<file path="config.mk">
export PLATFORM = sky130hd
export DESIGN_NAME = mem_port_arbiter
export DESIGN_NICKNAME = d
export VERILOG_FILES = /design/src/rtl/mem_port_arbiter.sv
export SDC_FILE = /design/constraint.sdc
export NUM_CORES = 1
export LEC_CHECK = 0
export ABC_CLOCK_PERIOD_IN_PS = 1900
export BUFFER_PORTS_ARGS = -buffer_cell sky130_fd_sc_hd__buf_2
export CORE_MARGIN = 1
export CORE_UTILIZATION = 42
export DETAILED_ROUTE_END_ITERATION = 10
export GPL_ROUTABILITY_DRIVEN = 0
export MAX_ROUTING_LAYER = met4
export PLACE_DENSITY_LB_ADDON = 0.2
export SETUP_SLACK_MARGIN = 0.15
export SKIP_CTS_REPAIR_TIMING = 1
export SLEW_MARGIN = 5
export SYNTH_ARGS = -nofsm -noshare
export SYNTH_HDL_FRONTEND = slang
export SYNTH_SLANG_ARGS = --single-unit
</file>
<file path="constraint.sdc">
create_clock -name clk_i -period 1.9 [get_ports clk_i]
set_input_delay 0.095 -clock clk_i [delete_from_list [all_inputs] [get_ports clk_i]]
set_output_delay 0.095 -clock clk_i [all_outputs]
set_load 0.01 [all_outputs]
</file>
<file path="src/rtl/mem_port_arbiter.sv">
// Arbitrates a single-port unified memory between instruction fetch (IF) and load/store (DM).
// DM is favoured; a streak counter forces an IF grant after too many DM wins.
module mem_port_arbiter #(
  parameter int MAX_DATA_STREAK = 4,
  parameter int TIMEOUT         = 64
) (
  input  logic        clk_i,
  input  logic        rst_i,
  input  logic        if_req_i,
  input  logic [31:0] if_addr_i,
  output logic [31:0] if_rdata_o,
  output logic        if_ready_o,
  output logic        if_stall_o,
  input  logic        dm_req_i,
  input  logic        dm_we_i,
  input  logic [31:0] dm_addr_i,
  input  logic [31:0] dm_wdata_i,
  output logic [31:0] dm_rdata_o,
  output logic        dm_ready_o,
  output logic        dm_stall_o,
  output logic        mem_req_o,
  output logic        mem_we_o,
  output logic [31:0] mem_addr_o,
  output logic [31:0] mem_wdata_o,
  input  logic [31:0] mem_rdata_i,
  input  logic        mem_ack_i,
  output logic        err_o
);

  typedef enum logic [1:0] {IDLE, IF_WAIT, DM_WAIT} state_t;

  localparam logic [3:0] STREAK_MAX  = 4'(MAX_DATA_STREAK);
  localparam logic [7:0] TIMEOUT_CNT = 8'(TIMEOUT);

  state_t      state, state_next;
  logic [3:0]  streak, streak_next;
  logic [7:0]  wait_cnt, wait_cnt_next;
  logic        mem_req_next, mem_we_next;
  logic [31:0] mem_addr_next, mem_wdata_next;
  logic [31:0] if_rdata_next, dm_rdata_next;
  logic        if_ready_next, dm_ready_next, err_next;
  logic        if_elig, dm_elig, grant_dm, grant_if, timed_out;

  assign if_stall_o = if_req_i & ~if_ready_o;
  assign dm_stall_o = dm_req_i & ~dm_ready_o;

  // A port whose ready pulse is out this cycle is still showing its finished request.
  assign if_elig   = if_req_i & ~if_ready_o;
  assign dm_elig   = dm_req_i & ~dm_ready_o;
  assign grant_dm  = dm_elig & (~if_elig | (streak < STREAK_MAX));
  assign grant_if  = if_elig & ~grant_dm;
  assign timed_out = (TIMEOUT != 0) && (wait_cnt == TIMEOUT_CNT);

  always_comb begin
    state_next     = state;
    streak_next    = streak;
    wait_cnt_next  = wait_cnt;
    mem_req_next   = mem_req_o;
    mem_we_next    = mem_we_o;
    mem_addr_next  = mem_addr_o;
    mem_wdata_next = mem_wdata_o;
    if_rdata_next  = if_rdata_o;
    dm_rdata_next  = dm_rdata_o;
    if_ready_next  = 1'b0;
    dm_ready_next  = 1'b0;
    err_next       = err_o;

    case (state)
      IDLE: begin
        if (grant_dm) begin
          state_next     = DM_WAIT;
          mem_req_next   = 1'b1;
          mem_we_next    = dm_we_i;
          mem_addr_next  = dm_addr_i;
          mem_wdata_next = dm_wdata_i;
          wait_cnt_next  = '0;
          if (!if_req_i)
            streak_next = '0;
          else if (streak != 4'hF)
            streak_next = streak + 4'd1;
        end else if (grant_if) begin
          state_next     = IF_WAIT;
          mem_req_next   = 1'b1;
          mem_we_next    = 1'b0;
          mem_addr_next  = if_addr_i;
          mem_wdata_next = '0;
          wait_cnt_next  = '0;
          streak_next    = '0;
        end
      end
      IF_WAIT, DM_WAIT: begin
        // An abort completes the port with zero data and latches the error.
        if (mem_ack_i || timed_out) begin
          state_next   = IDLE;
          mem_req_next = 1'b0;
          mem_we_next  = 1'b0;
          if (!mem_ack_i)
            err_next = 1'b1;
          if (state == IF_WAIT) begin
            if_ready_next = 1'b1;
            if_rdata_next = mem_ack_i ? mem_rdata_i : '0;
          end else begin
            dm_ready_next = 1'b1;
            if (!mem_ack_i)
              dm_rdata_next = '0;
            else if (!mem_we_o)
              dm_rdata_next = mem_rdata_i;
          end
        end else begin
          wait_cnt_next = wait_cnt + 8'd1;
        end
      end
      default: state_next = IDLE;
    endcase
  end

  always_ff @(posedge clk_i) begin
    if (!rst_i) begin
      state       <= IDLE;
      streak      <= '0;
      wait_cnt    <= '0;
      mem_req_o   <= 1'b0;
      mem_we_o    <= 1'b0;
      mem_addr_o  <= '0;
      mem_wdata_o <= '0;
      if_rdata_o  <= '0;
      dm_rdata_o  <= '0;
      if_ready_o  <= 1'b0;
      dm_ready_o  <= 1'b0;
      err_o       <= 1'b0;
    end else begin
      state       <= state_next;
      streak      <= streak_next;
      wait_cnt    <= wait_cnt_next;
      mem_req_o   <= mem_req_next;
      mem_we_o    <= mem_we_next;
      mem_addr_o  <= mem_addr_next;
      mem_wdata_o <= mem_wdata_next;
      if_rdata_o  <= if_rdata_next;
      dm_rdata_o  <= dm_rdata_next;
      if_ready_o  <= if_ready_next;
      dm_ready_o  <= dm_ready_next;
      err_o       <= err_next;
    end
  end

endmodule

</file>
==> results of run 1 <==
## Yosys cell counts (all sizes together) (2+ instances only)
cell type and count:
nand3 8, mux2i 33, nor2 71, nor3 4
nand2 6, nand2b 4, nand4 34, buf 20
or4 4, ha 5, nand4b 3, o21ai 45
or3 4, a211oi 33, a22oi 32, dfxtp 147
o31ai 6, and2b 2, clkbuf 35, a31oi 5
inv 9, a21oi 46, a22o 32, o211a 2
## layout make-up
class / instances / area, um2
flip-flops and latches: 147 / 2950
multi-input cells: 392 / 2700
fillers: 1076 / 4600
inverters: 9 / 37.5
clock buffers: 21 / 460
repair buffers: 364 / 2340
well taps: 176 / 220
clock inverters: 11 / 103
## metal layers
metal,up-vias,track usage,share of wire
met1,2793,0.275,0.43
met3,32,0.0599,0.065
met5,-,-,0
met2,248,0.352,0.49
li1,2909,-,-
met4,0,0.0945,0.022
## critical path, delay by kind of cell, from the launching register on
family	cells	cell delay, ns
buffers and inverters	1	0.04
AO/OA/AOI/OAI	2	0.29
adder cells (fa/ha/maj)	1	0.26
AND/OR/NAND/NOR	2	0.79
flip-flops	1	0.33
## layout by cell type, fill, tap and decap left out, drive strengths merged, types with 8 or more instances in the layout
master	n
a211oi	33
a21oi	46
a22o	32
a22oi	32
buf	299
clkbuf	21
dfxtp	147
dlygate4sd3	65
inv	11
mux2i	33
nand3	8
nand4	34
nor2	71
o21ai	45
## flip-flops by register name (all words and copies together), names as in the netlist
name         flops
streak           4
if_ready_o       1
wait_cnt         8
mem_addr_o      32
dm_rdata_o      32
mem_we_o         1
if_rdata_o      32
state            2
mem_wdata_o     32
mem_req_o        1
dm_ready_o       1
err_o            1
## power by group through the flow
stage	Sequential, W	Combinational, W	Clock [W]
after floorplan	0.00369	0.000963	0
after global placement	0.00356	0.00178	0
after detailed placement	0.00357	0.00182	0
after CTS	0.00351	0.00182	0.00323
after global routing	0.00355	0.00220	0.00337
final	0.00352	0.00202	0.00316
## metrics by stage
| stage | area (um2) | instances |
|---|---|---|
| global route | 8800 | 1120 |
| global placement | 7470 | 1019 |
| CTS | 8030 | 1051 |
| finish | 8800 | 1120 |
| detailed placement | 7470 | 1019 |
| floorplan | 5860 | 603 |
## path summary, 6_finish.rpt
| check | startpoint | endpoint | cells after the start |
|---|---|---|---|
| max | state[0] | wait_cnt[5] | 6 |
| min | dm_addr_i[19] | mem_addr_o[19] | 3 |
| max reg2reg | state[0] | wait_cnt[5] | 6 |
| min reg2reg | dm_rdata_o[31] | dm_rdata_o[31] | 1 |
## cells by family after synthesis
logic type	after synthesis	share of synthesized area
AOI/OAI and AO/OA	205	0.237
xor gates and xnor gates	1	0.00150
adders and majority gates	5	0.0107
buffers and inverters	64	0.0539
DFF	147	0.503
muxes	33	0.0565
and+or+nand+nor	148	0.137
==> qor.txt, run 1 <==
share of total power in sequential cells: 0.404
clock sinks: 147
Site Rows: 42
drt via density: 5.34
RSZ-0062 raised after global routing: yes
Crit Path Category: reg -> reg
CTS tree: yes
CORE AREA: 13400 um2
setup TNS: 0 ns
synthesized cell area: 5850 um2
fraction of layout cells with a size suffix above 1: 0.388
fin crit period: 1.78 ns
Design Power: 0.00870 W
antenna fix cells: 0
final WL: 17600 um
CTS Buffer Depth: 2
Final Hold Viols: 0
clock power share: 0.363
post-synth net total: 742
Sw Share: 0.293
Hold Slack: 0.0124 ns
CTS Buf Count: 17
Slowest Stage Delay on Critical Path: 0.49 ns
Post-Route Utilization: 0.656
Critical Path RT: 2.24 ns
post-layout worst setup margin: 0.118 ns
CTS root buf: clkbuf_16
net switching power figure: 0.00255 W
Seq/Total Area, Yosys: 0.503
H-tree Lvls: 4
IO buf count: 268
fin nets: 1070
Wirelength per Cell: 15.7 um
Final HPWL DP: 11700 um
initial antenna violation count: 0
Reg clk slew, reported paths: 0.06 ns
period utilisation layout: 0.938
cell area power density: 989 nW/um2
number of synthesized flops with an enable pin: 0
Max IR drop VDD: 0.000586 V
Die Y: 120 um
Die Width: 120 um
Min-Delay Path Class: in -> reg
Critical Path Fanout Max: 7
CP max stage cell: or4_1
Syn Area/Cell: 9.69 um2
Worst-Margin Slew: 0.418 ns
status: completed
fraction of registers with async set/reset: 0
Final Max Tran Viols: 0
routed vias: 5982
Critical Path, Cell by Cell: inv_2 -> ha_4 -> and2b_4 -> o2111ai_4 -> or4_1 -> a21oi_1
Starting Density: 0.436
maxcap violations: 0
drt initial violations: 491
skew final: 0.00803 ns
# IOs: 269
Netlist cell types: 51
Rel. slew slack: 0.720
DRC: 0
YS warnings: 0
die area: 14400 um2
number of routed nets with antenna violations: 0
number of global-route vias before repair: 5181
element type at the critical path end: register
Layout area overhead: 50.5%
startpoint types: register
Worst-Skew Late Latency: 0.41 ns
Total Routing Usage GR: 0.226
LEAKAGE: 4.03 nW
Yosys top cell area share: 0.503
post-place setup slack: -0.0505 ns
Synth Register Bits: 147
Internal Power: 0.00615 W
Achievable Freq: 0.561 GHz
first-pass GRT wire length: 25200 um
largest net degree at the start of global routing: 68
critical path arrival: 2.12 ns
top cells by area, synth: dfxtp_1 50%, mux2i_1 5.7%, a22o_1 4.5%, nor2_1 4.5%, a211oi_1 4.2%
setup violators final: 0
Synth Flop Type: dfxtp_1
Synth Instances: 603
grt ovf: 0
first-pass detailed-route iteration total: 5
Combinational Power Share: 0.233
post-synth top area cell: dfxtp_1
FF-to-FF setup slack: 0.12 ns
No activity file was read; power rests on OpenSTA's default activity.
==> inputs of run 2 (changes only) <==
--- a/config.mk
+++ b/config.mk
@@ -5,7 +5,7 @@
 export SDC_FILE = /design/constraint.sdc
 export NUM_CORES = 1
 export LEC_CHECK = 0
-export ABC_CLOCK_PERIOD_IN_PS = 1900
+export ABC_CLOCK_PERIOD_IN_PS = 1500
 export BUFFER_PORTS_ARGS = -buffer_cell sky130_fd_sc_hd__buf_2
 export CORE_MARGIN = 1
 export CORE_UTILIZATION = 42
==> constraint.sdc (replaced) <==
create_clock -name clk_i -period 1.5 [get_ports clk_i]
set_input_delay 0.075 -clock clk_i [delete_from_list [all_inputs] [get_ports clk_i]]
set_output_delay 0.075 -clock clk_i [all_outputs]
set_load 0.01 [all_outputs]
==> run 2 against run 1 <==
Count of clock-buffer cells in the layout grew 1. Maximum frequency is 3.3% higher. Core utilization grew 11 points. Register-to-register slack lost 0.34 ns. Design area increased by 17%. Highest routed layer unchanged. Worst hold slack got worse by 0.0087 ns. Cell count is 6.0% higher. The run now ends with setup timing left. Critical path type unchanged. Setup slack worse by 0.34 ns. Sequential share of layout area is 4.7 points lower. Sequential cell count stayed put. Wire length is 32% higher.
==> qor.txt, run 2 (same netlist as run 1, synthesis figures left out) <==
Hold Slack: 0.00366 ns
DRC: 0
Layout area overhead: 75.8%
Wirelength per Cell: 19.5 um
number of routed nets with antenna violations: 0
CTS Buf Count: 17
maxcap violations: 0
RSZ-0062 raised after global routing: yes
cell area power density: 1240 nW/um2
design area: 10300 um2
first-pass GRT wire length: 26500 um
grt ovf: 0
CP max stage cell: dfxtp_2
period utilisation layout: 1.15
Reg clk slew, reported paths: 0.06 ns
final std cells w/o fill: 1187
Slowest Stage Delay on Critical Path: 0.35 ns
Rel. slew slack: 0.578
post-place setup slack: -0.334 ns
post-layout worst setup margin: -0.225 ns
Total Routing Usage GR: 0.237
Crit Path Category: reg -> reg
setup violators final: 108
Critical Path, Cell by Cell: inv_2 -> ha_4 -> buf_4 -> and2b_4 -> nand2_4 -> nor2_4 -> clkbuf_16 -> a22o_1
IO buf count: 268
antenna fix cells: 0
routed vias: 6677
Starting Density: 0.436
element type at the critical path end: register
Final Hold Viols: 0
CTS tree: yes
Post-Place Cell Area: 7730 um2
failing checks: setup timing
critical path arrival: 2.08 ns
Min-Delay Path Class: in -> reg
most common cell after layout, fill and taps aside: buf_2
H-tree Lvls: 4
Achievable Freq: 0.580 GHz
CTS Buffer Depth: 2
skew final: 0.00905 ns
fin nets: 1138
Worst-Skew Late Latency: 0.42 ns
startpoint types: register
Critical Path RT: 1.86 ns
status: finished with violations
setup TNS: -12.17 ns
Die Width: 120 um
CORE AREA: 13400 um2
Final HPWL DP: 12300 um
final WL: 23100 um
clock sinks: 147
number of global-route vias before repair: 5407
drt initial violations: 602
drt via density: 5.63
Die Y: 120 um
LEAKAGE: 4.58 nW
die area: 14400 um2
fin crit period: 1.73 ns
Worst-Margin Slew: 0.634 ns
CTS root buf: clkbuf_16
initial antenna violation count: 0
largest net degree at the start of global routing: 68
Site Rows: 42
dpl cells: 1040
Max IR drop VDD: 0.000786 V
Final Max Tran Viols: 0
commonest non-fill, non-tap cells in the layout: 267 x buf_2, 139 x dfxtp_1, 68 x dlygate4sd3_1
# IOs: 269
Critical Path Fanout Max: 8
fraction of layout cells with a size suffix above 1: 0.504
first-pass detailed-route iteration total: 5
-- run 2: changes by cell type in the layout (fill, tap and decap cells not counted), sizes merged --
cell | previous run | this run
dlygate4sd3 | 65 | 68
buf | 299 | 347
bufinv | 1 | 3
clkinvlp | 3 | 1
inv | 11 | 9
a21oi | 46 | 48
clkbuf | 21 | 37
-- run 2: power breakdown --
part           switching [W]  internal (W)  total (W)
Combinational        0.00197       0.00196    0.00393
Sequential          0.000220       0.00427    0.00449
Clock                0.00161       0.00273    0.00435
-- run 2: layout make-up --
type / count / area, um2
Timing Repair Buffer: 430 / 3250
Multi-Input combinational cell: 394 / 3190
Fill cell: 872 / 3120
Sequential cell: 147 / 2960
Clock buffer: 22 / 474
Tap cell: 176 / 220
Clock inverter: 9 / 128
Inverter: 9 / 50.0
-- run 2: worst max-delay path: cells and delay by family (launching register included) --
kind | cells | cell delay (ns)
AND/OR/NAND/NOR | 3 | 0.52
AO/OA/AOI/OAI | 1 | 0.14
buffers and inverters | 3 | 0.38
adder cells (fa/ha/maj) | 1 | 0.28
flip-flops | 1 | 0.35
-- run 2: stage by stage --
stage / power [W] / util
after floorplan: 0.00603 / -
after global placement: 0.00694 / 0.577
after detailed placement: 0.00702 / 0.577
after CTS: 0.0114 / 0.622
after global routing: 0.0132 / 0.767
final: 0.0128 / 0.767
-- run 2: final timing paths --
path            startpoint        endpoint  slack, ns  cells past startpoint
max               state[0]  dm_rdata_o[16]      -0.23                      8
min reg2reg  if_rdata_o[0]   if_rdata_o[0]       0.48                      2
max reg2reg       state[0]  dm_rdata_o[16]      -0.23                      8
min          if_addr_i[26]  mem_addr_o[26]      0.004                      3
-- run 2: layer usage --
metal / share of wire / global-route usage / vias up
met3: 0.070 / 0.0513 / 85
met2: 0.51 / 0.373 / 373
met1: 0.39 / 0.295 / 3167
met4: 0.037 / 0.0953 / 0
met5: 0 / - / -
li1: - / - / 3052
==> inputs of run 3 (changes only) <==
--- a/config.mk
+++ b/config.mk
@@ -12,7 +12,7 @@
 export DETAILED_ROUTE_END_ITERATION = 10
 export GPL_ROUTABILITY_DRIVEN = 0
 export MAX_ROUTING_LAYER = met4
-export PLACE_DENSITY_LB_ADDON = 0.2
+export PLACE_DENSITY = 0.72
 export SETUP_SLACK_MARGIN = 0.15
 export SKIP_CTS_REPAIR_TIMING = 1
 export SLEW_MARGIN = 5
==> run 3 against run 2 <==
Largest cell class is now multi-input gates. Global-route usage is 0.44 points lower. First-iteration DRC count fell by 45%. Non-clock buffer count down 16. The run still ends with setup timing left. Sequential share of layout area increased by 0.81 points. Critical path depth is 2 lower. Largest power group unchanged. Critical path type unchanged.
==> qor.txt, run 3 (same netlist as run 1, synthesis figures left out) <==
status: finished with violations
failing checks: setup timing
startpoint types: register
Achievable Freq: 0.578 GHz
Max IR drop VDD: 0.000894 V
drt initial violations: 330
fin crit period: 1.73 ns
routed vias: 6359
Site Rows: 42
maxcap violations: 0
CTS tree: yes
Final HPWL DP: 11300 um
LEAKAGE: 4.46 nW
Wirelength per Cell: 17.8 um
skew final: 0.0107 ns
post-layout worst setup margin: -0.231 ns
number of global-route vias before repair: 5314
Total Routing Usage GR: 0.233
Reg clk slew, reported paths: 0.07 ns
Min-Delay Path Class: in -> reg
CTS Buffer Depth: 2
element type at the critical path end: register
Critical Path Fanout Max: 6
CTS Buf Count: 17
Starting Density: 0.436
H-tree Lvls: 4
grt ovf: 0
period utilisation layout: 1.15
first-pass GRT wire length: 25900 um
critical path arrival: 2.08 ns
initial antenna violation count: 0
clock sinks: 147
# IOs: 269
FF-to-FF setup slack: -0.23 ns
Rel. slew slack: 0.606
cell area power density: 1260 nW/um2
drt via density: 5.43
fraction of layout cells with a size suffix above 1: 0.517
number of routed nets with antenna violations: 0
final WL: 20900 um
Worst-Skew Late Latency: 0.42 ns
CORE AREA: 13400 um2
Final Hold Viols: 0
Die Width: 120 um
commonest non-fill, non-tap cells in the layout: 267 x buf_2, 138 x dfxtp_1, 65 x dlygate4sd3_1
Die Y: 120 um
IO buf count: 268
Layout area overhead: 71.1%
most common cell after layout, fill and taps aside: buf_2
Post-Route Utilization: 0.746
fin nets: 1122
CTS root buf: clkbuf_16
DRC: 0
RSZ-0062 raised after global routing: yes
first-pass detailed-route iteration total: 4
setup violators final: 91
Worst-Margin Slew: 0.591 ns
Final Max Tran Viols: 0
Crit Path Category: reg -> reg
Hold Slack: 0.0262 ns
largest net degree at the start of global routing: 107
antenna fix cells: 0
Critical Path RT: 1.85 ns
die area: 14400 um2
==> run 3: cell types whose count changed in the layout (fill, tap and decap cells not counted), moves of 9 or more <==
cell,previous run,this run
buf_6,19,10
mux2i_4,9,0
nor2_2,2,13
a211oi_2,8,31
nor2_1,67,56
a211oi_1,25,2
==> run 3: per-layer routing <==
| layer | global-route usage | routed length [um] |
|---|---|---|
| met2 | 0.375 | 10600 |
| met3 | 0.0580 | 1300 |
| met4 | 0.0859 | 527 |
| met5 | - | 0 |
| met1 | 0.280 | 8390 |
==> run 3: path summary, 6_finish.rpt <==
kind,to,cells past startpoint,from
worst max-delay path,wait_cnt[5],6,state[0]
worst min-delay path,mem_addr_o[4],3,dm_addr_i[4]
worst max register to register,wait_cnt[5],6,state[0]
worst min register to register,if_rdata_o[13],2,if_rdata_o[13]
==> run 3: report_power, final <==
group	switching, W	internal [W]	leakage [nW]	total, W
Combinational	0.00188	0.00179	2.95	0.00367
Sequential	0.000220	0.00427	1.21	0.00449
Clock	0.00174	0.00273	0.301	0.00447
Total	0.00384	0.00879	4.46	0.0126
==> run 3: per-stage QoR <==
step	setup slack (ns)	TNS (ns)	std cells	area [um2]	power [W]
floorplan	-0.0970	-1.48	603	6030	0.00603
global route	-0.324	-18.48	1172	10000	0.0131
finish	-0.231	-10.11	1172	10000	0.0126
global placement	-0.317	-16.27	1046	7780	0.00701
CTS	-0.344	-18.85	1078	8400	0.0115
detailed placement	-0.330	-17.40	1046	7780	0.00705
==> run 3: worst max-delay path, cell delays in order (launching register included) <==
cell and delay [ns]:
dfxtp_2 0.34, inv_2 0.04, ha_4 0.28, nor2b_4 0.23, o2111ai_4 0.18, or4_1 0.43
a21oi_1 0.15
==> run 3: area by class of cell <==
type | count | area [um2]
Sequential cell | 147 | 2960
Timing Repair Buffer | 414 | 3010
Tap cell | 176 | 220
Clock inverter | 13 | 169
Fill cell | 938 | 3400
Multi-Input combinational cell | 394 | 3140
Inverter | 9 | 47.5
Clock buffer | 19 | 453
